[config.mk]
export PLATFORM = sky130hd
export DESIGN_NAME = imem_boot_loader_flat
export DESIGN_NICKNAME = d
export VERILOG_FILES = /design/src/rtl/imem_boot_loader_if.sv /design/src/rtl/imem_boot_loader.sv /design/src/flat_wrapper.sv
export SDC_FILE = /design/constraint.sdc
export NUM_CORES = 1
export LEC_CHECK = 0
export ABC_AREA = 1
export CORE_MARGIN = 3
export CORE_UTILIZATION = 41
export CTS_BUF_LIST = sky130_fd_sc_hd__clkbuf_4
export CTS_CLUSTER_SIZE = 20
export DETAILED_ROUTE_END_ITERATION = 16
export PLACE_DENSITY = 0.78
export RECOVER_POWER = 100
export REMOVE_ABC_BUFFERS = 1
export SLEW_MARGIN = 20
export SYNTH_ARGS = -nofsm -noshare
export SYNTH_HDL_FRONTEND = slang
export SYNTH_SLANG_ARGS = --single-unit
[constraint.sdc]
create_clock -name clk -period 1.6 [get_ports clk]
set_input_delay 0.32 -clock clk [delete_from_list [all_inputs] [get_ports clk]]
set_output_delay 0.32 -clock clk [all_outputs]
set_load 0.03 [all_outputs]
[src/rtl/imem_boot_loader_if.sv]
// ============================================================================
// imem_boot_loader_if : program-source and instruction-memory bundle for the boot loader.
// Revision 1.0
// ============================================================================
`default_nettype none

interface imem_boot_loader_if #(
  parameter int CNT_W = 9
);
  logic             start;
  logic [CNT_W-1:0] word_count;
  logic             in_valid;
  logic [31:0]      in_data;
  logic             in_ready;
  logic             imem_we;
  logic [31:0]      imem_addr;
  logic [31:0]      imem_wdata;
  logic             cpu_reset;
  logic             busy;
  logic             done;
  logic             error;

  modport master (
    output start, word_count, in_valid, in_data,
    input  in_ready, imem_we, imem_addr, imem_wdata, cpu_reset, busy, done, error
  );

  modport slave (
    input  start, word_count, in_valid, in_data,
    output in_ready, imem_we, imem_addr, imem_wdata, cpu_reset, busy, done, error
  );
endinterface

`default_nettype wire

[src/rtl/imem_boot_loader.sv]
// ============================================================================
// imem_boot_loader : streams program words into IMEM, holds the CPU in reset until loaded.
// Optional trailing-checksum verification: BOOT_CHECKSUM_EN.  Revision 1.0
// ============================================================================
`default_nettype none

module imem_boot_loader #(
  parameter int DEPTH = 256,
  parameter int CNT_W = 9
) (
  input  logic              clk,
  input  logic              reset,
  imem_boot_loader_if.slave bus
);

  typedef enum logic [2:0] {
    S_IDLE  = 3'd0,
    S_LOAD  = 3'd1,
    S_CHECK = 3'd2,
    S_DONE  = 3'd3,
    S_ERROR = 3'd4
  } state_t;

  localparam logic [CNT_W-1:0] C_DEPTH = CNT_W'(DEPTH);
  localparam logic [CNT_W-1:0] C_ONE   = CNT_W'(1);

  state_t           r_state;
  logic [CNT_W-1:0] r_idx;
  logic [CNT_W-1:0] r_wc;
  logic             r_in_ready;
  logic             r_we;
  logic [31:0]      r_addr;
  logic [31:0]      r_wdata;
  logic             r_cpu_reset;
  logic             r_busy;
  logic             r_done;
  logic             r_error;
`ifdef BOOT_CHECKSUM_EN
  logic [31:0]      r_sum;
`endif

  logic w_hs;
  logic w_last;

  assign w_hs   = bus.in_valid & r_in_ready;
  assign w_last = (r_idx == (r_wc - C_ONE));

  always_ff @(posedge clk) begin
    if (reset) begin
      r_state     <= S_IDLE;
      r_idx       <= '0;
      r_wc        <= '0;
      r_in_ready  <= 1'b0;
      r_we        <= 1'b0;
      r_addr      <= '0;
      r_wdata     <= '0;
      r_cpu_reset <= 1'b1;
      r_busy      <= 1'b0;
      r_done      <= 1'b0;
      r_error     <= 1'b0;
`ifdef BOOT_CHECKSUM_EN
      r_sum       <= '0;
`endif
    end else begin
      r_we <= 1'b0;
      case (r_state)
        S_IDLE, S_DONE, S_ERROR: begin
          if (bus.start) begin
            r_wc  <= bus.word_count;
            r_idx <= '0;
`ifdef BOOT_CHECKSUM_EN
            r_sum <= '0;
`endif
            if (bus.word_count == '0) begin
              r_state     <= S_DONE;
              r_in_ready  <= 1'b0;
              r_busy      <= 1'b0;
              r_done      <= 1'b1;
              r_error     <= 1'b0;
              r_cpu_reset <= 1'b0;
            end else if (bus.word_count > C_DEPTH) begin
              r_state     <= S_ERROR;
              r_in_ready  <= 1'b0;
              r_busy      <= 1'b0;
              r_done      <= 1'b0;
              r_error     <= 1'b1;
              r_cpu_reset <= 1'b1;
            end else begin
              r_state     <= S_LOAD;
              r_in_ready  <= 1'b1;
              r_busy      <= 1'b1;
              r_done      <= 1'b0;
              r_error     <= 1'b0;
              r_cpu_reset <= 1'b1;
            end
          end else if (r_state == S_DONE) begin
            // Entry from LOAD leaves done low for one cycle so the final write lands first.
            r_done      <= 1'b1;
            r_cpu_reset <= 1'b0;
          end
        end

        S_LOAD: begin
          if (w_hs) begin
            r_we    <= 1'b1;
            r_addr  <= 32'(r_idx) << 2;
            r_wdata <= bus.in_data;
            r_idx   <= r_idx + C_ONE;
`ifdef BOOT_CHECKSUM_EN
            r_sum   <= r_sum + bus.in_data;
`endif
            if (w_last) begin
`ifdef BOOT_CHECKSUM_EN
              r_state    <= S_CHECK;
`else
              r_state    <= S_DONE;
              r_in_ready <= 1'b0;
              r_busy     <= 1'b0;
`endif
            end
          end
        end

`ifdef BOOT_CHECKSUM_EN
        S_CHECK: begin
          if (w_hs) begin
            r_in_ready <= 1'b0;
            r_busy     <= 1'b0;
            if (bus.in_data == r_sum) begin
              r_state     <= S_DONE;
              r_done      <= 1'b1;
              r_cpu_reset <= 1'b0;
            end else begin
              r_state <= S_ERROR;
              r_error <= 1'b1;
            end
          end
        end
`endif

        default: begin
          r_state     <= S_IDLE;
          r_in_ready  <= 1'b0;
          r_busy      <= 1'b0;
          r_done      <= 1'b0;
          r_error     <= 1'b0;
          r_cpu_reset <= 1'b1;
        end
      endcase
    end
  end

  assign bus.in_ready   = r_in_ready;
  assign bus.imem_we    = r_we;
  assign bus.imem_addr  = r_addr;
  assign bus.imem_wdata = r_wdata;
  assign bus.cpu_reset  = r_cpu_reset;
  assign bus.busy       = r_busy;
  assign bus.done       = r_done;
  assign bus.error      = r_error;

endmodule

`default_nettype wire

[src/flat_wrapper.sv]
// flat-port wrapper written by rule: the top's interface ports become plain ports
module imem_boot_loader_flat 
#(
  parameter int DEPTH = 256,
  parameter int CNT_W = 9
)
  (clk, reset, bus_start, bus_word_count, bus_in_valid, bus_in_data, bus_in_ready, bus_imem_we, bus_imem_addr, bus_imem_wdata, bus_cpu_reset, bus_busy, bus_done, bus_error);
  imem_boot_loader_if #(.CNT_W(CNT_W)) bus_i ();
  input  logic clk;
  input  logic reset;
  input wire logic [$bits(bus_i.start)-1:0] bus_start;
  input wire logic [$bits(bus_i.word_count)-1:0] bus_word_count;
  input wire logic [$bits(bus_i.in_valid)-1:0] bus_in_valid;
  input wire logic [$bits(bus_i.in_data)-1:0] bus_in_data;
  output wire logic [$bits(bus_i.in_ready)-1:0] bus_in_ready;
  output wire logic [$bits(bus_i.imem_we)-1:0] bus_imem_we;
  output wire logic [$bits(bus_i.imem_addr)-1:0] bus_imem_addr;
  output wire logic [$bits(bus_i.imem_wdata)-1:0] bus_imem_wdata;
  output wire logic [$bits(bus_i.cpu_reset)-1:0] bus_cpu_reset;
  output wire logic [$bits(bus_i.busy)-1:0] bus_busy;
  output wire logic [$bits(bus_i.done)-1:0] bus_done;
  output wire logic [$bits(bus_i.error)-1:0] bus_error;
  assign bus_i.start = bus_start;
  assign bus_i.word_count = bus_word_count;
  assign bus_i.in_valid = bus_in_valid;
  assign bus_i.in_data = bus_in_data;
  assign bus_in_ready = bus_i.in_ready;
  assign bus_imem_we = bus_i.imem_we;
  assign bus_imem_addr = bus_i.imem_addr;
  assign bus_imem_wdata = bus_i.imem_wdata;
  assign bus_cpu_reset = bus_i.cpu_reset;
  assign bus_busy = bus_i.busy;
  assign bus_done = bus_i.done;
  assign bus_error = bus_i.error;
  imem_boot_loader #(.DEPTH(DEPTH), .CNT_W(CNT_W)) u_core (.clk(clk), .reset(reset), .bus(bus_i));
endmodule
After elaboration in Yosys (flattened, before gate mapping)
Cells that the tools add are included.

cells by class
  reductions and logical operators = 11
  muxes and demuxes = 28
  eq/ne operators = 8
  bitwise logic cells = 2
  add/sub/neg operators = 2
  order comparisons = 1

operators with widths
  cell                                                                 count
  9-bit two-way mux                                                    2
  9-bit case mux with 2 select lines                                   1
  1-bit two-way mux                                                    15
  3-bit two-way mux                                                    5
  9-bit by 1-bit adder with 9-bit output (second input constant)       1
  9-bit == test                                                        1
  9-bit greater-than comparator (second input constant)                1
  9-bit logical NOT                                                    1
  9-bit by 1-bit subtractor with 9-bit output (second input constant)  1
  1-bit case mux with 2 select lines                                   4
  2-bit AND reduction                                                  4
  3-bit case mux with 2 select lines                                   1
  3-bit AND reduction                                                  2
  2-bit by 1-bit != test with 1-bit output (second input constant)     2
  3-bit by 1-bit == test with 1-bit output (second input constant)     1
  3-bit by 2-bit == test with 1-bit output (second input constant)     1
  3-bit == test (second input constant)                                1
  3-bit logical NOT                                                    1
  3-bit by 2-bit != test with 1-bit output (second input constant)     1
  3-bit OR reduction                                                   1
  2-bit != test (second input constant)                                1
  2-bit nonzero test                                                   1
  2-bit OR reduction                                                   1
  1-bit AND                                                            1
  1-bit inverter                                                       1

word-level totals
  input port bits = 45
  output and inout bits = 70
  logic and storage cells = 62
  register bits after elaboration = 67

Longest topological paths before layout
  word-level depth = 5
  depth in mapped cells = 13
  gate-level depth less buffers = 13

Worst setup path before layout
No wires, ideal clock.

  path type = reg2reg
  from = register u_core.r_wc[0]
  to = register u_core.r_in_ready (netlist: u_core.bus.in_ready)
  library setup time = 0.115 ns
  period minus slack after synthesis = 1.548 ns
  arrival time = 1.433 ns
  stages on the path, launching flop included = 12
  setup slack = 0.052 ns
  data required time = 1.485 ns
  path buffers = 0
  cells stage by stage = dfxtp_1 -> inv_1 -> ha_1 -> nand2_1 -> nor2_1 -> nand3_1 -> nand3_1 -> nand2_1 -> nor2_1 -> nand3_2 -> a21oi_1 -> nor2_1

between the ends
  cells in the longest elaborated chain, start to end = 4

RTL lines
  what                                                       RTL line                source
  from (decl)                                                imem_boot_loader.sv:29  logic [CNT_W-1:0] r_wc;
  from (signal assigned)                                     imem_boot_loader.sv:69  r_wc <= bus.word_count;
  9-bit by 1-bit subtractor with 9-bit output                imem_boot_loader.sv:46  assign w_last = (r_idx == (r_wc - C_ONE));
  9-bit == test                                              imem_boot_loader.sv:46
  2-bit by 1-bit != test with 1-bit output (no source line)  -
  3-bit AND reduction (no source line)                       -
  to (signal assigned)                                       imem_boot_loader.sv:53  r_in_ready <= 1'b0;
  to (signal assigned)                                       imem_boot_loader.sv:76  r_in_ready <= 1'b0;
  to (signal assigned)                                       imem_boot_loader.sv:83  r_in_ready <= 1'b0;
  to (decl)                                                  imem_boot_loader.sv:30  logic r_in_ready;

Every way passes these cells.
A chain may end at the register's enable or synchronous reset.

Worst setup path after layout
  from = register u_core.r_wc[1]
  to = register u_core.r_in_ready (netlist: u_core.bus.in_ready)

The elaborated chain is that of the path after synthesis.

==> metrics.txt <==
# TYPE chip_impl_metric gauge
chip_impl_metric{name="drt-initial-drc-count",unit=""} 112
chip_impl_metric{name="fin_area",unit="µm²"} 4260
chip_impl_metric{name="initial_antenna_violation_count",unit=""} 0
chip_impl_metric{name="r2r_setup_slack",unit="ns"} -0.009
chip_impl_metric{name="clk_pin_slew_worst_paths",unit="ns"} 0.11
chip_impl_metric{name="drv.max_cap_violation_count",unit=""} 0
chip_impl_metric{name="setup_viol_count_final",unit=""} 2
chip_impl_metric{name="worst_endpoint_data_arrival_time",unit="ns"} 1.92
chip_impl_metric{name="placed_standard_cell_area",unit="µm²"} 4140
chip_impl_info{name="cts-root-buf",value="sky130_fd_sc_hd__clkbuf_4"} 1
chip_impl_metric{name="antenna_cells_inserted",unit=""} 0
chip_impl_info{name="status",value="finished, violations left"} 1
chip_impl_metric{name="detailedRoute.firstPassIterationCount",unit=""} 4
chip_impl_metric{name="final_wirelength",unit="µm"} 8120
chip_impl_info{name="layout.cells.most_common_list",value="93 x sky130_fd_sc_hd__nor2_1, 63 x sky130_fd_sc_hd__dfxtp_1, 44 x sky130_fd_sc_hd__clkdlybuf4s50_1, 44 x sky130_fd_sc_hd__dlygate4sd2_1, 43 x sky130_fd_sc_hd__nand2_1"} 1
chip_impl_metric{name="grt.met3_usage",unit=""} 0.106
chip_impl_metric{name="timing.final.ws_setup",unit="ns"} -0.00930
chip_impl_metric{name="final-hold-violation-count",unit=""} 0
chip_impl_info{name="cpLargestDelayFamily",value="simple AND/OR/NAND/NOR gates"} 1
chip_impl_info{name="hold_path.startpoint",value="bus_in_data[25]"} 1
chip_impl_metric{name="numPortBuffers",unit=""} 91
chip_impl_metric{name="detail-route-antenna-nets",unit=""} 0
chip_impl_metric{name="cts.path.max_buffers",unit=""} 2
chip_impl_metric{name="finalHoldWorstSlack",unit="ns"} 0.473
chip_impl_metric{name="gp_congestion",unit=""} 0.833
chip_impl_info{name="timing.critical_path.from",value="u_core.r_wc[1]$_SDFFE_PP0P_"} 1
chip_impl_metric{name="route.detailed.vias_per_inst",unit=""} 4.75
chip_impl_info{name="worstSetupStartpointType",value="register"} 1
chip_impl_metric{name="power.density",unit="nW/µm²"} 1110
chip_impl_info{name="ordered_cell_list_for_the_critical_path",value="inv_2 -> ha_4 -> nand2_1 -> nor2_2 -> nand4_1 -> xor2_1 -> nand3_4 -> a21oi_2 -> nor2_1"} 1
chip_impl_info{name="criticalPathCategory",value="register to register"} 1
chip_impl_metric{name="fp-row-count",unit=""} 30
chip_impl_metric{name="synth_top_area_share",unit=""} 0.436
chip_impl_info{name="grt.busiest_layer",value="met2"} 1
chip_impl_metric{name="dp_hpwl",unit="µm"} 5930
chip_impl_metric{name="num_vias",unit=""} 2989
chip_impl_metric{name="critical_path_maximum_fanout",unit=""} 6
chip_impl_metric{name="detail_route.drc_violations",unit=""} 0
chip_impl_metric{name="post-route-util",unit=""} 0.607
chip_impl_metric{name="area_growth_syn_to_layout",unit="%"} 38.3
chip_impl_metric{name="first_global_vias",unit=""} 2985
chip_impl_info{name="layout.cells.most_common",value="sky130_fd_sc_hd__nor2_1"} 1
chip_impl_metric{name="synthesis.area",unit="µm²"} 3080
chip_impl_metric{name="drv_slew",unit=""} 0
chip_impl_metric{name="netlist-cell-type-count",unit=""} 29
chip_impl_metric{name="worst_r2r_path_depth",unit=""} 9
chip_impl_info{name="critical_path.reg2reg.endpoint",value="u_core.bus.in_ready$_SDFFE_PP0P_"} 1
chip_impl_metric{name="global_route.usage.met1",unit=""} 0.223
chip_impl_metric{name="layout_cells_sized_above_1",unit=""} 0.143
chip_impl_metric{name="initial_core_util",unit=""} 0.439
chip_impl_metric{name="leakage",unit="nW"} 2.14
chip_impl_metric{name="final_nets",unit=""} 579
chip_impl_metric{name="final.setup_skew",unit="ns"} 0.0156
chip_impl_info{name="synth.top_cells.by_area",value="sky130_fd_sc_hd__dfxtp_1 44%, sky130_fd_sc_hd__nor2_1 11%, sky130_fd_sc_hd__o21ai_0 7.0%, sky130_fd_sc_hd__buf_4 6.1%, sky130_fd_sc_hd__nand2_1 5.4%"} 1
chip_impl_metric{name="p_total",unit="mW"} 4.71
chip_impl_metric{name="gr-total-overflow",unit=""} 0
chip_impl_info{name="timing.critical_path.slowest_stage_cell",value="sky130_fd_sc_hd__dfxtp_2"} 1
chip_impl_metric{name="design.die.area",unit="µm²"} 8590
chip_impl_metric{name="timing.final.crit_share",unit=""} 1.01
chip_impl_metric{name="min_period",unit="ns"} 1.61
chip_impl_metric{name="number_of_buffers_created_by_cts",unit=""} 9
chip_impl_metric{name="die_w",unit="µm"} 92.7
chip_impl_metric{name="io-pin-count",unit=""} 115
chip_impl_metric{name="synth_seq_cells",unit=""} 67
chip_impl_info{name="unrepaired_setup_endpoints_after_global_routing",value="true"} 1
chip_impl_info{name="cp-endpoint",value="u_core.bus.in_ready$_SDFFE_PP0P_"} 1
chip_impl_metric{name="cp_data_required_time",unit="ns"} 1.91
chip_impl_info{name="biggest_area_consumer_among_synthesized_cells",value="sky130_fd_sc_hd__dfxtp_1"} 1
chip_impl_metric{name="clkLatencyLatePin",unit="ns"} 0.42
chip_impl_info{name="worst_hold_path_type",value="primary input to register"} 1
chip_impl_metric{name="grt.met2_usage",unit=""} 0.316
chip_impl_info{name="reg2reg_from",value="u_core.r_wc[1]$_SDFFE_PP0P_"} 1
chip_impl_info{name="failed_checks",value="negative setup slack"} 1
chip_impl_metric{name="groute.usage.overall",unit=""} 0.196
chip_impl_metric{name="route.detailed.wl_per_inst",unit="µm"} 12.9
chip_impl_info{name="tritoncts",value="built"} 1
chip_impl_metric{name="synth_seq_area_share",unit=""} 0.436
chip_impl_info{name="critical_path.endpoint_type",value="register"} 1
chip_impl_metric{name="floorplan.die.height",unit="µm"} 92.7
chip_impl_metric{name="grt_first_pass_wirelength",unit="µm"} 13400
chip_impl_metric{name="irDropWorstVdd",unit="mV"} 0.439
chip_impl_metric{name="synthesis.instances",unit=""} 421
chip_impl_metric{name="syn_area_per_cell",unit="µm²"} 7.31
chip_impl_metric{name="timing.fmax",unit="MHz"} 621
chip_impl_metric{name="ys_warn_count",unit=""} 0
chip_impl_metric{name="critical-path-max-stage-delay",unit="ns"} 0.34
chip_impl_metric{name="cts_htree_levels",unit=""} 3
chip_impl_metric{name="grt_max_degree",unit=""} 50
chip_impl_metric{name="number_of_gates_on_the_worst_path_with_buffers_counted",unit=""} 9
chip_impl_metric{name="crit_buf_inv",unit=""} 1
chip_impl_metric{name="dp_worst_setup_slack",unit="ns"} -0.378
chip_impl_metric{name="clkSinkCount",unit=""} 67
chip_impl_metric{name="core_region_area",unit="µm²"} 7020
-- through the flow --
step           TNS, ns  std cells
6_report       -0.0124        629
5_1_grt          -2.10        629
4_1_cts        -0.0389        629
3_5_place_dp     -5.84        613
3_3_place_gp     -5.08        613
2_1_floorplan   -35.34        404
-- what timing repair did --
| item | in CTS | in global routing |
|---|---|---|
| hold buffers | 0 | 0 |
| setup endpoints to repair | 51 | 11 |
| gates resized for setup | 59 | 14 |
| buffers inserted | 1 | 0 |
| pin swaps | 7 | 6 |
-- routing by layer --
metal / routed length, µm / share of wire
met1: 3370 / 0.42
met4: 99 / 0.012
met3: 966 / 0.12
met5: 0 / 0
met2: 3680 / 0.45
-- synthesized netlist by cell type --
library cell	count
sky130_fd_sc_hd__a21oi_1	31
sky130_fd_sc_hd__buf_1	1
sky130_fd_sc_hd__buf_2	2
sky130_fd_sc_hd__buf_4	25
sky130_fd_sc_hd__clkbuf_1	11
sky130_fd_sc_hd__clkinv_1	1
sky130_fd_sc_hd__conb_1	1
sky130_fd_sc_hd__dfxtp_1	67
sky130_fd_sc_hd__ha_1	5
sky130_fd_sc_hd__inv_1	30
sky130_fd_sc_hd__inv_2	8
sky130_fd_sc_hd__nand2_1	44
sky130_fd_sc_hd__nand2_4	3
sky130_fd_sc_hd__nand3_1	16
sky130_fd_sc_hd__nand3_2	3
sky130_fd_sc_hd__nand3b_1	1
sky130_fd_sc_hd__nand4_1	1
sky130_fd_sc_hd__nor2_1	94
sky130_fd_sc_hd__nor2_2	5
sky130_fd_sc_hd__nor2_4	1
sky130_fd_sc_hd__nor3_1	1
sky130_fd_sc_hd__nor3_4	1
sky130_fd_sc_hd__nor3b_2	1
sky130_fd_sc_hd__nor4_1	2
sky130_fd_sc_hd__o211ai_1	1
sky130_fd_sc_hd__o21ai_0	43
sky130_fd_sc_hd__o21ai_1	14
sky130_fd_sc_hd__o21ai_2	1
sky130_fd_sc_hd__xor2_1	7
-- worst min-delay path by stage --
stage               slack, ns                                      to  cells after the start
CTS                      0.45  u_core.bus.imem_wdata[27]$_SDFFE_PP0P_                      3
global route             0.44  u_core.bus.imem_wdata[30]$_SDFFE_PP0P_                      3
global placement         0.45       u_core.bus.cpu_reset$_SDFFE_PP1P_                      2
detailed placement       0.47       u_core.bus.cpu_reset$_SDFFE_PP1P_                      2
finish                   0.47  u_core.bus.imem_wdata[25]$_SDFFE_PP0P_                      3
floorplan                0.39            u_core.r_idx[1]$_SDFFE_PP0P_                      1
-- worst min-delay path, stage by stage --
cell,delay (ns)
sky130_fd_sc_hd__clkdlybuf4s50_1,0.39
sky130_fd_sc_hd__nor2_1,0.10
sky130_fd_sc_hd__nor2_1,0.05
-- power by group --
part           leakage (nW)  internal, mW  switching, mW  total, mW
registers             0.546          1.84          0.113       1.95
logic                  1.53         0.624           1.05       1.68
clock network        0.0699         0.481          0.605       1.09
total                  2.14          2.94           1.77       4.71
-- final cells by class --
cell class | instances | area (µm²)
Fill cell | 655 | 2760
Sequential cell | 67 | 1350
Timing Repair Buffer | 114 | 1040
Clock inverter | 5 | 55.1
Inverter | 39 | 146
Multi-Input combinational cell | 298 | 1480
Clock buffer | 10 | 75.1
Tap cell | 96 | 120
-- state kept, by name, indices dropped and copies added, names as in the netlist --
signal                 cells
u_core.bus.cpu_reset       1
u_core.bus.done            1
u_core.bus.error           1
u_core.bus.imem_addr       9
u_core.bus.imem_wdata     32
u_core.bus.imem_we         1
u_core.bus.in_ready        1
u_core.r_idx               9
u_core.r_state             3
u_core.r_wc                9
-- cell families after synthesis --
kind of cell               share of synthesized area
AOI/OAI and AO/OA                              0.148
buffers and inverters                          0.126
adders and majority gates                     0.0203
other                                        0.00122
DFF                                            0.436
and+or+nand+nor                                0.248
xor gates and xnor gates                      0.0199
(Power assumes the default switching activity.)
